File: src/rtl/counter_seq_ctrl.sv
// counter_seq_ctrl
//   Command-driven sequencer for a WIDTH-bit wrap-around counter. A job
//   (start, end, direction, prescale divider, reload) is taken over a
//   valid/ready handshake. The counter then steps from start to end, one
//   step every div+1 unheld cycles. It pulses done when it reaches end, and
//   either restarts (reload) or returns to idle. hold freezes the job and
//   abort cancels it.
//
// Ports
//   clk        rising-edge clock
//   res        synchronous active-high reset
//   cmd_valid  command offered
//   cmd_ready  command can be accepted (IDLE and not in reset), combinational
//   cmd_start  first count value
//   cmd_end    terminal count value
//   cmd_dir    0 = count up, 1 = count down
//   cmd_div    tick every cmd_div+1 running cycles
//   cmd_reload 1 = restart from start after reaching end
//   hold       freeze prescaler and counter while running
//   abort      terminate the running job (no done pulse)
//   q          counter value
//   busy       job running
//   done       one-cycle pulse on job or lap completion
//   laps       completed laps of the current job, saturating
module counter_seq_ctrl #(
  parameter int WIDTH = 4,
  parameter int DIV_W = 4,
  parameter int LAP_W = 8
) (
  input  logic             clk,
  input  logic             res,
  input  logic             cmd_valid,
  output logic             cmd_ready,
  input  logic [WIDTH-1:0] cmd_start,
  input  logic [WIDTH-1:0] cmd_end,
  input  logic             cmd_dir,
  input  logic [DIV_W-1:0] cmd_div,
  input  logic             cmd_reload,
  input  logic             hold,
  input  logic             abort,
  output logic [WIDTH-1:0] q,
  output logic             busy,
  output logic             done,
  output logic [LAP_W-1:0] laps
);

  typedef enum logic {IDLE = 1'b0, RUN = 1'b1} state_t;

  state_t             state_q, state_d;
  logic [WIDTH-1:0]   count_q, count_d;
  logic [DIV_W-1:0]   pre_q, pre_d;
  logic [WIDTH-1:0]   start_q, start_d;
  logic [WIDTH-1:0]   end_q, end_d;
  logic               dir_q, dir_d;
  logic [DIV_W-1:0]   div_q, div_d;
  logic               reload_q, reload_d;
  logic               done_q, done_d;
  logic [LAP_W-1:0]   laps_q, laps_d;

  assign cmd_ready = (state_q == IDLE) && !res;
  assign q         = count_q;
  assign busy      = (state_q == RUN);
  assign done      = done_q;
  assign laps      = laps_q;

  always_comb begin
    state_d  = state_q;
    count_d  = count_q;
    pre_d    = pre_q;
    start_d  = start_q;
    end_d    = end_q;
    dir_d    = dir_q;
    div_d    = div_q;
    reload_d = reload_q;
    laps_d   = laps_q;
    done_d   = 1'b0;  // done is a pulse: cleared on every edge that does not set it

    unique case (state_q)
      IDLE: begin
        if (cmd_valid && cmd_ready) begin
          start_d  = cmd_start;
          end_d    = cmd_end;
          dir_d    = cmd_dir;
          div_d    = cmd_div;
          reload_d = cmd_reload;
          count_d  = cmd_start;
          pre_d    = '0;
          laps_d   = '0;
          state_d  = RUN;
        end
      end
      RUN: begin
        // Priority: abort, then hold, then the prescaled tick.
        if (abort) begin
          state_d = IDLE;
        end else if (!hold) begin
          if (pre_q == div_q) begin
            pre_d = '0;
            if (count_q != end_q) begin
              count_d = dir_q ? count_q - 1'b1 : count_q + 1'b1;
            end else begin
              done_d = 1'b1;
              if (laps_q != '1) begin
                laps_d = laps_q + 1'b1;
              end
              if (reload_q) begin
                count_d = start_q;
              end else begin
                state_d = IDLE;  // q keeps showing the end value
              end
            end
          end else begin
            pre_d = pre_q + 1'b1;
          end
        end
      end
      default: state_d = IDLE;
    endcase
  end

  always_ff @(posedge clk) begin
    if (res) begin
      state_q  <= IDLE;
      count_q  <= '0;
      pre_q    <= '0;
      start_q  <= '0;
      end_q    <= '0;
      dir_q    <= 1'b0;
      div_q    <= '0;
      reload_q <= 1'b0;
      done_q   <= 1'b0;
      laps_q   <= '0;
    end else begin
      state_q  <= state_d;
      count_q  <= count_d;
      pre_q    <= pre_d;
      start_q  <= start_d;
      end_q    <= end_d;
      dir_q    <= dir_d;
      div_q    <= div_d;
      reload_q <= reload_d;
      done_q   <= done_d;
      laps_q   <= laps_d;
    end
  end

endmodule

File: config.mk
export PLATFORM = sky130hd
export DESIGN_NAME = counter_seq_ctrl
export DESIGN_NICKNAME = d
export VERILOG_FILES = /design/src/rtl/counter_seq_ctrl.sv
export SDC_FILE = /design/constraint.sdc
export NUM_CORES = 1
export LEC_CHECK = 0
export ABC_AREA = 1
export CORE_ASPECT_RATIO = 1.25
export CORE_MARGIN = 2
export CORE_UTILIZATION = 47
export CTS_CLUSTER_SIZE = 12
export DETAILED_ROUTE_END_ITERATION = 8
export GPL_ROUTABILITY_DRIVEN = 0
export PLACE_DENSITY = 0.86
export SYNTH_ARGS = -nofsm -noshare
export SYNTH_HDL_FRONTEND = slang
export SYNTH_SLANG_ARGS = --single-unit
File: constraint.sdc
create_clock -name clk -period 1.3 [get_ports clk]
set_input_delay 0.13 -clock clk [delete_from_list [all_inputs] [get_ports clk]]
set_output_delay 0.13 -clock clk [all_outputs]
set_load 0.005 [all_outputs]
==> results of run 1 <==
cell families after synthesis:
| family | count (synthesis) |
|---|---|
| buffers and inverters | 40 |
| AOI/OAI and AO/OA | 34 |
| xor gates and xnor gates | 5 |
| adders and majority gates | 5 |
| DFF | 32 |
| and+or+nand+nor | 163 |
timing repair:
item                                    4_1_cts  5_1_grt
endpoints found under the setup margin       31       26
gates resized for setup                      54       56
cloned                                        1        0
pin swaps                                    27       27
setup buffers                                 6        6
cells in the mapped netlist (2+ instances only):
library cell               instances  share of area, %
sky130_fd_sc_hd__clkbuf_1          2              0.40
sky130_fd_sc_hd__nand2_1          77                16
sky130_fd_sc_hd__nor2_2            6               2.0
sky130_fd_sc_hd__o21bai_1          2              0.81
sky130_fd_sc_hd__nand2_4           3               1.8
sky130_fd_sc_hd__ha_1              4               2.7
sky130_fd_sc_hd__xnor2_1           2              0.94
sky130_fd_sc_hd__nor2_4            3               1.8
sky130_fd_sc_hd__o21ai_0          12               3.2
sky130_fd_sc_hd__xor2_1            3               1.4
sky130_fd_sc_hd__dfxtp_1          32                34
sky130_fd_sc_hd__nor3_1            2              0.54
sky130_fd_sc_hd__inv_1            26               5.3
sky130_fd_sc_hd__nand3_1          29               7.8
sky130_fd_sc_hd__nor2_1           33               6.7
sky130_fd_sc_hd__nand2_2           6               2.0
sky130_fd_sc_hd__inv_2             5               1.0
sky130_fd_sc_hd__a21oi_1          18               4.8
metal layers:
| layer | part of all wire, % | track usage [%] | vias to the layer above | wire length, um |
|---|---|---|---|---|
| li1 | - | - | 1058 | - |
| met1 | 36 | 29.5 | 1051 | 2540 |
| met2 | 50 | 49.2 | 198 | 3560 |
| met3 | 8.5 | 6.26 | 53 | 600 |
| met4 | 5.4 | 14.1 | 0 | 386 |
| met5 | 0 | 0 | - | 0 |
sequential cells by signal, indices dropped and copies added (netlist names):
name and flops:
start_q 4, laps 8, div_q 4, dir_q 1
reload_q 1, pre_q 4, end_q 4, q 4
busy 1, done 1
per-stage QoR:
stage | worst slack [ps] | hold WS [ps] | cells | setup TNS (ps)
after floorplan | -21.6 | 199 | 279 | -71.5
after detailed placement | -210 | 451 | 402 | -3680
final | -287 | 388 | 422 | -2960
after CTS | -106 | 387 | 416 | -1060
after global placement | -182 | 445 | 402 | -2820
after global routing | -419 | 413 | 422 | -4200
worst paths after layout:
path	startpoint	endpoint	slack, ps
worst max-delay path	q[1]	q[1]	-290
worst min-delay path	cmd_reload	reload_q	390
worst max register to register	q[1]	q[1]	-290
worst min register to register	start_q[2]	start_q[2]	460
critical path, cell delays in order (launching register included):
cell and delay, ps:
sky130_fd_sc_hd__dfxtp_4 390, sky130_fd_sc_hd__inv_4 50, sky130_fd_sc_hd__nand2_1 100, sky130_fd_sc_hd__nand2_4 70, sky130_fd_sc_hd__nor2_4 190, sky130_fd_sc_hd__nand2_4 110
sky130_fd_sc_hd__o21bai_1 220, sky130_fd_sc_hd__nor2_1 110, sky130_fd_sc_hd__nor2_1 160, sky130_fd_sc_hd__nor2_1 60
final cells by class:
| type | count | area (um2) | area share (%) |
|---|---|---|---|
| well taps | 54 | 67.6 | 2.20 |
| clock inverters | 2 | 10.0 | 0.326 |
| inverters | 33 | 134 | 4.35 |
| repair buffers | 87 | 771 | 25.1 |
| flip-flops and latches | 32 | 686 | 22.3 |
| clock buffers | 6 | 82.6 | 2.69 |
| multi-input cells | 208 | 1320 | 43.1 |
power groups by stage:
| stage | Combinational, W | Clock (W) | Sequential (W) |
|---|---|---|---|
| 2_1_floorplan | 0.000451 | 0 | 0.00113 |
| 3_3_place_gp | 0.000782 | 0 | 0.00112 |
| 3_5_place_dp | 0.000803 | 0 | 0.00112 |
| 4_1_cts | 0.000890 | 0.000826 | 0.00110 |
| 5_1_grt | 0.00117 | 0.000877 | 0.00112 |
| 6_report | 0.00110 | 0.000841 | 0.00111 |
==> results_tabular.tex, run 1 <==
\begin{tabular}{lr}
\hline
Metric & Value \\
\hline
\multicolumn{2}{l}{\textbf{Outcome}} \\
\quad Outcome & complete, but fails checks \\
\quad Violated checks & setup timing \\
\multicolumn{2}{l}{\textbf{Run}} \\
\quad Count of maximum capacitance violations & 0 \\
\multicolumn{2}{l}{\textbf{Worst setup path}} \\
\quad Endpoint kind of the worst setup timing path & flop \\
\quad Category of the critical setup timing path & flop to flop \\
\quad FF-to-FF path depth & 9 \\
\quad Crit path launch type & flop \\
\quad Largest fanout on the critical path & 6 \\
\quad Signal arrival time at the worst endpoint & 1790 ps \\
\quad Worst Path Required & 1500 ps \\
\multicolumn{2}{l}{\textbf{Place}} \\
\quad Number of port buffers & 33 \\
\quad Instance area at placement & 2570 um2 \\
\quad Dpl hpwl & 3.58 mm \\
\multicolumn{2}{l}{\textbf{Hold path}} \\
\quad Type of the worst min-delay path & input port to flop \\
\quad Worst hold path cell count & 3 \\
\multicolumn{2}{l}{\textbf{Clocking}} \\
\quad Number of levels in the clock H-tree & 2 \\
\quad Clk pin slew, worst setup/hold paths & 80 ps \\
\quad Clock buffer depth & 2 \\
\quad \# hold bufs at CTS & 0 \\
\quad Total clock buffers created by CTS & 5 \\
\quad Clock Sink Count & 32 \\
\quad Clock Root Buffer & sky130\_fd\_sc\_hd\_\_clkbuf\_8 \\
\quad Clock tree from TritonCTS & built \\
\quad Clk Latency, worst-skew pair & 300 ps \\
\multicolumn{2}{l}{\textbf{Power and ir drop}} \\
\quad Power density relative to cell area & 992 nW/um2 \\
\quad Cell-internal power & 0.00196 W \\
\quad Leakage dissipation & 1.43 nW \\
\quad Gate power share & 36.0\% \\
\quad Overall power consumption & 0.00305 W \\
\quad Clk network pwr share & 27.6\% \\
\quad Reg power frac & 36.4\% \\
\quad Fraction of power spent switching nets & 35.6\% \\
\quad Maximum VDD drop & 748 uV \\
\quad Switching power & 0.00109 W \\
\multicolumn{2}{l}{\textbf{Synth}} \\
\quad Post-synthesis mux area share & 0\% \\
\quad Unique masters post-synth & 32 \\
\quad Combinational family with the most area after synthesis & simple AND/OR/NAND/NOR gates \\
\quad Most common flop cell mapped by yosys & sky130\_fd\_sc\_hd\_\_dfxtp\_1 \\
\quad Register area share after synthesis & 34.5\% \\
\quad Synthesized-area fraction occupied by ao, oa, aoi and oai cells & 10.3\% \\
\quad Avg Inst Size Synth & 6.66 um2 \\
\quad Number of warning messages in the yosys log & 0 \\
\quad Proportion of synthesized flip-flops having asynchronous set or reset & 0\% \\
\quad Cell area after synthesis & 1860 um2 \\
\quad Flop and latch count out of synthesis & 32 \\
\quad EDFF count, synth & 0 \\
\quad Synth Area in XOR/XNOR & 2.36\% \\
\quad Simple-gate area share of the yosys netlist & 39.9\% \\
\quad Post-synthesis share of cell area spent on full adders, half adders and majority gates & 3.77\% \\
\quad Post-synth net total & 303 \\
\quad Syn Inst Count & 279 \\
\multicolumn{2}{l}{\textbf{Timing}} \\
\quad Worst Max-Slew Pin Slew & 269 ps \\
\quad Hold Violations, Final & 0 \\
\quad Fmax & 630 MHz \\
\quad Clock period minus worst slack & 1590 ps \\
\quad Setup repair after global routing missed its margin & yes \\
\quad Worst max-slew margin expressed relative to the limit & 81.8\% \\
\quad Max-slew violations & 0 \\
\quad Final setup slack of the worst path & -287 ps \\
\quad Setup skew after layout & 16.7 ps \\
\quad Total setup violations reported at the end of the flow & 17 \\
\quad Portion of the clock cycle consumed by the worst path in the final layout & 122\% \\
\multicolumn{2}{l}{\textbf{Floorplan}} \\
\quad Full die area & 4480 um2 \\
\quad Number of placement rows & 25 \\
\quad Initial core utilization & 49.1\% \\
\quad CORE AREA & 3780 um2 \\
\quad I/O pin count & 34 \\
\quad Overall die height & 74.3 um \\
\quad Horizontal extent of the die & 60.2 um \\
\multicolumn{2}{l}{\textbf{Layout}} \\
\quad Number of filler cells placed in the layout & 210 \\
\quad Commonest cells after routing, fill and taps aside & sky130\_fd\_sc\_hd\_\_nand2\_1, sky130\_fd\_sc\_hd\_\_buf\_4, sky130\_fd\_sc\_hd\_\_nor2\_1 \\
\quad Cell area after layout & 3070 um2 \\
\quad Diodes inserted & 0 \\
\quad Share of cells above drive strength 1 & 42.9\% \\
\quad Core utilization of the finished layout & 81.2\% \\
\quad Layout area overhead & 65.5\% \\
\quad Net count reported at finish & 391 \\
\quad Most common cell after layout, fill and taps aside & sky130\_fd\_sc\_hd\_\_nand2\_1 \\
\multicolumn{2}{l}{\textbf{GRT}} \\
\quad Global-route congestion overflow total & 0 \\
\quad Number of global-route vias before repair & 2143 \\
\quad First-pass GRT wire length & 9.21 mm \\
\quad Largest net degree at the start of global routing & 26 \\
\quad Global router's overall resource usage & 27.4\% \\
\quad Initial antenna violation count & 0 \\
\multicolumn{2}{l}{\textbf{Drt}} \\
\quad DRT Wirelength & 7.08 mm \\
\quad Routed via count & 2360 \\
\quad Average wire length per cell after detail routing & 16.8 um \\
\quad Count of nets left with antenna violations after detail routing & 0 \\
\quad Routed via count divided by cell count & 5.59 \\
\quad Iteration-0 DRC count of the detailed router & 374 \\
\quad Number of remaining DRC errors & 0 \\
\quad Number of optimization iterations in the first detailed-route pass & 7 \\
\hline
\end{tabular}
(Power assumes the default switching activity.)
==> run 2, diff against run 1 <==
--- a/config.mk
+++ b/config.mk
@@ -8,11 +8,12 @@
 export ABC_AREA = 1
 export CORE_ASPECT_RATIO = 1.25
 export CORE_MARGIN = 2
-export CORE_UTILIZATION = 47
+export CORE_UTILIZATION = 50
 export CTS_CLUSTER_SIZE = 12
 export DETAILED_ROUTE_END_ITERATION = 8
 export GPL_ROUTABILITY_DRIVEN = 0
-export PLACE_DENSITY = 0.86
+export HOLD_SLACK_MARGIN = 0.06
+export PLACE_DENSITY = 0.87
 export SYNTH_ARGS = -nofsm -noshare
 export SYNTH_HDL_FRONTEND = slang
 export SYNTH_SLANG_ARGS = --single-unit
==> constraint.sdc (replaced) <==
create_clock -name clk -period 1.5 [get_ports clk]
set_input_delay 0.15 -clock clk [delete_from_list [all_inputs] [get_ports clk]]
set_output_delay 0.15 -clock clk [all_outputs]
set_load 0.005 [all_outputs]
==> run 2 against run 1 <==
Compared with the run above: the flow now finishes without violations; clock power fell by 16%; hold slack improved by 24 ps; combinational power decreased by 39%; clock skew decreased by 6.7 ps; routed wire length fell by 30%; count of clock-buffer cells in the layout unchanged; sequential cell count is the same; first-iteration DRC count shrank 68%; critical path type is now flop to primary output; largest cell class unchanged.
==> results_tabular.tex, run 2 (synthesized netlist as in run 1, its figures left out) <==
\begin{tabular}{lr}
\hline
Metric & Value \\
\hline
\multicolumn{2}{l}{\textbf{Drt}} \\
\quad Number of optimization iterations in the first detailed-route pass & 5 \\
\quad Count of nets left with antenna violations after detail routing & 0 \\
\quad DRT Wirelength & 4.95 mm \\
\quad Number of remaining DRC errors & 0 \\
\quad Iteration-0 DRC count of the detailed router & 118 \\
\quad Average wire length per cell after detail routing & 13.3 um \\
\quad Routed via count & 2022 \\
\quad Routed via count divided by cell count & 5.42 \\
\multicolumn{2}{l}{\textbf{GRT}} \\
\quad Largest net degree at the start of global routing & 17 \\
\quad First-pass GRT wire length & 7.58 mm \\
\quad Global-route congestion overflow total & 0 \\
\quad Number of global-route vias before repair & 1778 \\
\quad Global router's overall resource usage & 23.0\% \\
\quad Initial antenna violation count & 0 \\
\multicolumn{2}{l}{\textbf{Worst setup path}} \\
\quad Category of the critical setup timing path & flop to primary output \\
\quad Signal arrival time at the worst endpoint & 1340 ps \\
\quad Crit path launch type & flop \\
\quad Slowest cell delay on critical path & 490 ps \\
\quad Largest fanout on the critical path & 4 \\
\quad Endpoint kind of the worst setup timing path & primary output \\
\quad Worst Path Required & 1350 ps \\
\quad Cells along the critical path & buf\_4, clkdlybuf4s50\_1 \\
\quad Slowest stage cell on the critical path & sky130\_fd\_sc\_hd\_\_clkdlybuf4s50\_1 \\
\multicolumn{2}{l}{\textbf{Timing}} \\
\quad Fmax & 673 MHz \\
\quad Clock period minus worst slack & 1490 ps \\
\quad Worst max-slew margin expressed relative to the limit & 78.3\% \\
\quad Worst hold-check slack & 412 ps \\
\quad Total setup violations reported at the end of the flow & 0 \\
\quad Final TNS setup & 0 ps \\
\quad Portion of the clock cycle consumed by the worst path in the final layout & 99.1\% \\
\quad Max-slew violations & 0 \\
\quad Setup skew after layout & 10.0 ps \\
\quad Worst Max-Slew Pin Slew & 326 ps \\
\quad Final setup slack of the worst path & 13.4 ps \\
\quad Hold Violations, Final & 0 \\
\multicolumn{2}{l}{\textbf{Power and ir drop}} \\
\quad Power density relative to cell area & 934 nW/um2 \\
\quad Maximum VDD drop & 912 uV \\
\quad Overall power consumption & 0.00233 W \\
\quad Leakage dissipation & 1.10 nW \\
\multicolumn{2}{l}{\textbf{Layout}} \\
\quad Largest register FFs & 8 \\
\quad Layout area overhead & 34.5\% \\
\quad Share of cells above drive strength 1 & 23.4\% \\
\quad Number of filler cells placed in the layout & 286 \\
\quad Most common cell after layout, fill and taps aside & sky130\_fd\_sc\_hd\_\_nand2\_1 \\
\quad Cell area after layout & 2500 um2 \\
\quad Diodes inserted & 0 \\
\quad Commonest cells after routing, fill and taps aside & sky130\_fd\_sc\_hd\_\_nand2\_1, sky130\_fd\_sc\_hd\_\_clkdlybuf4s50\_1, sky130\_fd\_sc\_hd\_\_nor2\_1, sky130\_fd\_sc\_hd\_\_nand3\_1, sky130\_fd\_sc\_hd\_\_inv\_1 \\
\quad Net count reported at finish & 357 \\
\multicolumn{2}{l}{\textbf{Outcome}} \\
\quad Outcome & completed \\
\multicolumn{2}{l}{\textbf{Place}} \\
\quad Dpl hpwl & 3.29 mm \\
\quad Worst setup timing slack at the placement stage & -31.9 ps \\
\quad Number of port buffers & 33 \\
\quad Instance area at placement & 2310 um2 \\
\multicolumn{2}{l}{\textbf{Floorplan}} \\
\quad Number of placement rows & 24 \\
\quad Horizontal extent of the die & 58.5 um \\
\quad Overall die height & 72.2 um \\
\quad I/O pin count & 34 \\
\quad Full die area & 4220 um2 \\
\quad Initial core utilization & 52.9\% \\
\quad CORE AREA & 3510 um2 \\
\multicolumn{2}{l}{\textbf{Clocking}} \\
\quad Clk pin slew, worst setup/hold paths & 70 ps \\
\quad Number of levels in the clock H-tree & 2 \\
\quad Total clock buffers created by CTS & 5 \\
\quad \# hold bufs at CTS & 0 \\
\quad Clock tree from TritonCTS & built \\
\quad Clk Latency, worst-skew pair & 290 ps \\
\quad Clock buffer depth & 2 \\
\quad Clock Root Buffer & sky130\_fd\_sc\_hd\_\_clkbuf\_8 \\
\quad Clock Sink Count & 32 \\
\multicolumn{2}{l}{\textbf{Run}} \\
\quad Count of maximum capacitance violations & 0 \\
\multicolumn{2}{l}{\textbf{Hold path}} \\
\quad Type of the worst min-delay path & input port to flop \\
\hline
\end{tabular}
-- run 2: changes by cell type in the layout (fill, tap and decap cells not counted), moves of 6 or more --
cell	previous run	this run
sky130_fd_sc_hd__buf_6	9	0
sky130_fd_sc_hd__inv_1	19	25
sky130_fd_sc_hd__nand2_1	66	77
sky130_fd_sc_hd__dfxtp_1	12	20
sky130_fd_sc_hd__nand3_2	9	3
sky130_fd_sc_hd__clkdlybuf4s50_1	19	33
sky130_fd_sc_hd__dfxtp_4	8	1
sky130_fd_sc_hd__dlygate4sd2_1	9	0
sky130_fd_sc_hd__buf_4	45	20
sky130_fd_sc_hd__nand3_1	19	27
-- run 2: area by class of cell --
type / instances / area, um2 / area share (%)
timing repair buffer: 53 / 480 / 19.2
sequential: 32 / 658 / 26.3
clock buffer: 6 / 82.6 / 3.30
multi-input combinational: 208 / 1090 / 43.6
inverter: 33 / 129 / 5.16
tap: 39 / 48.8 / 1.95
clock inverter: 2 / 10.0 / 0.401
-- run 2: stage by stage --
step,instances,util (%)
after CTS,369,68.7
after floorplan,279,-
after global routing,373,71.1
after global placement,360,65.8
after detailed placement,360,65.8
final,373,71.1
-- run 2: power by group --
| group | internal, W | switching, W |
|---|---|---|
| registers | 0.000911 | 0.0000500 |
| clock network | 0.000366 | 0.000337 |
| logic | 0.000298 | 0.000372 |
| total | 0.00158 | 0.000759 |
-- run 2: layer usage --
layer | part of all wire, % | up-vias | routed length [um] | track usage (%)
met2 | 51 | 88 | 2540 | 39.2
met1 | 40 | 923 | 1960 | 26.6
met3 | 5.9 | 27 | 290 | 6.77
met4 | 3.3 | 0 | 165 | 9.04
met5 | 0 | - | 0 | 0
li1 | - | 984 | - | -
-- run 2: critical path: cells and delay by family (launching register included) --
kind	cells	cell delay (ps)
buf+inv	2	650
flops	1	390
-- run 2: worst paths after layout --
check	startpoint	to	slack, ps	cells past startpoint
worst min-delay path	cmd_end[2]	end_q[2]	410	3
worst max register to register	q[0]	q[3]	90	11
worst min register to register	start_q[3]	start_q[3]	470	2
worst max-delay path	laps[4]	laps[4]	10	2
-- run 2: timing repair --
action,4_1_cts,5_1_grt
endpoints found under the setup margin,1,13
resized for setup,0,25
buffers inserted,1,3
pin swaps,1,7
gates cloned,0,1
==> run 3, diff against run 2 <==
--- a/config.mk
+++ b/config.mk
@@ -17,3 +17,4 @@
 export SYNTH_ARGS = -nofsm -noshare
 export SYNTH_HDL_FRONTEND = slang
 export SYNTH_SLANG_ARGS = --single-unit
+export TNS_END_PERCENT = 50
==> results of run 3 <==
Final layout, timing and power as in run 2 (identical DEF).
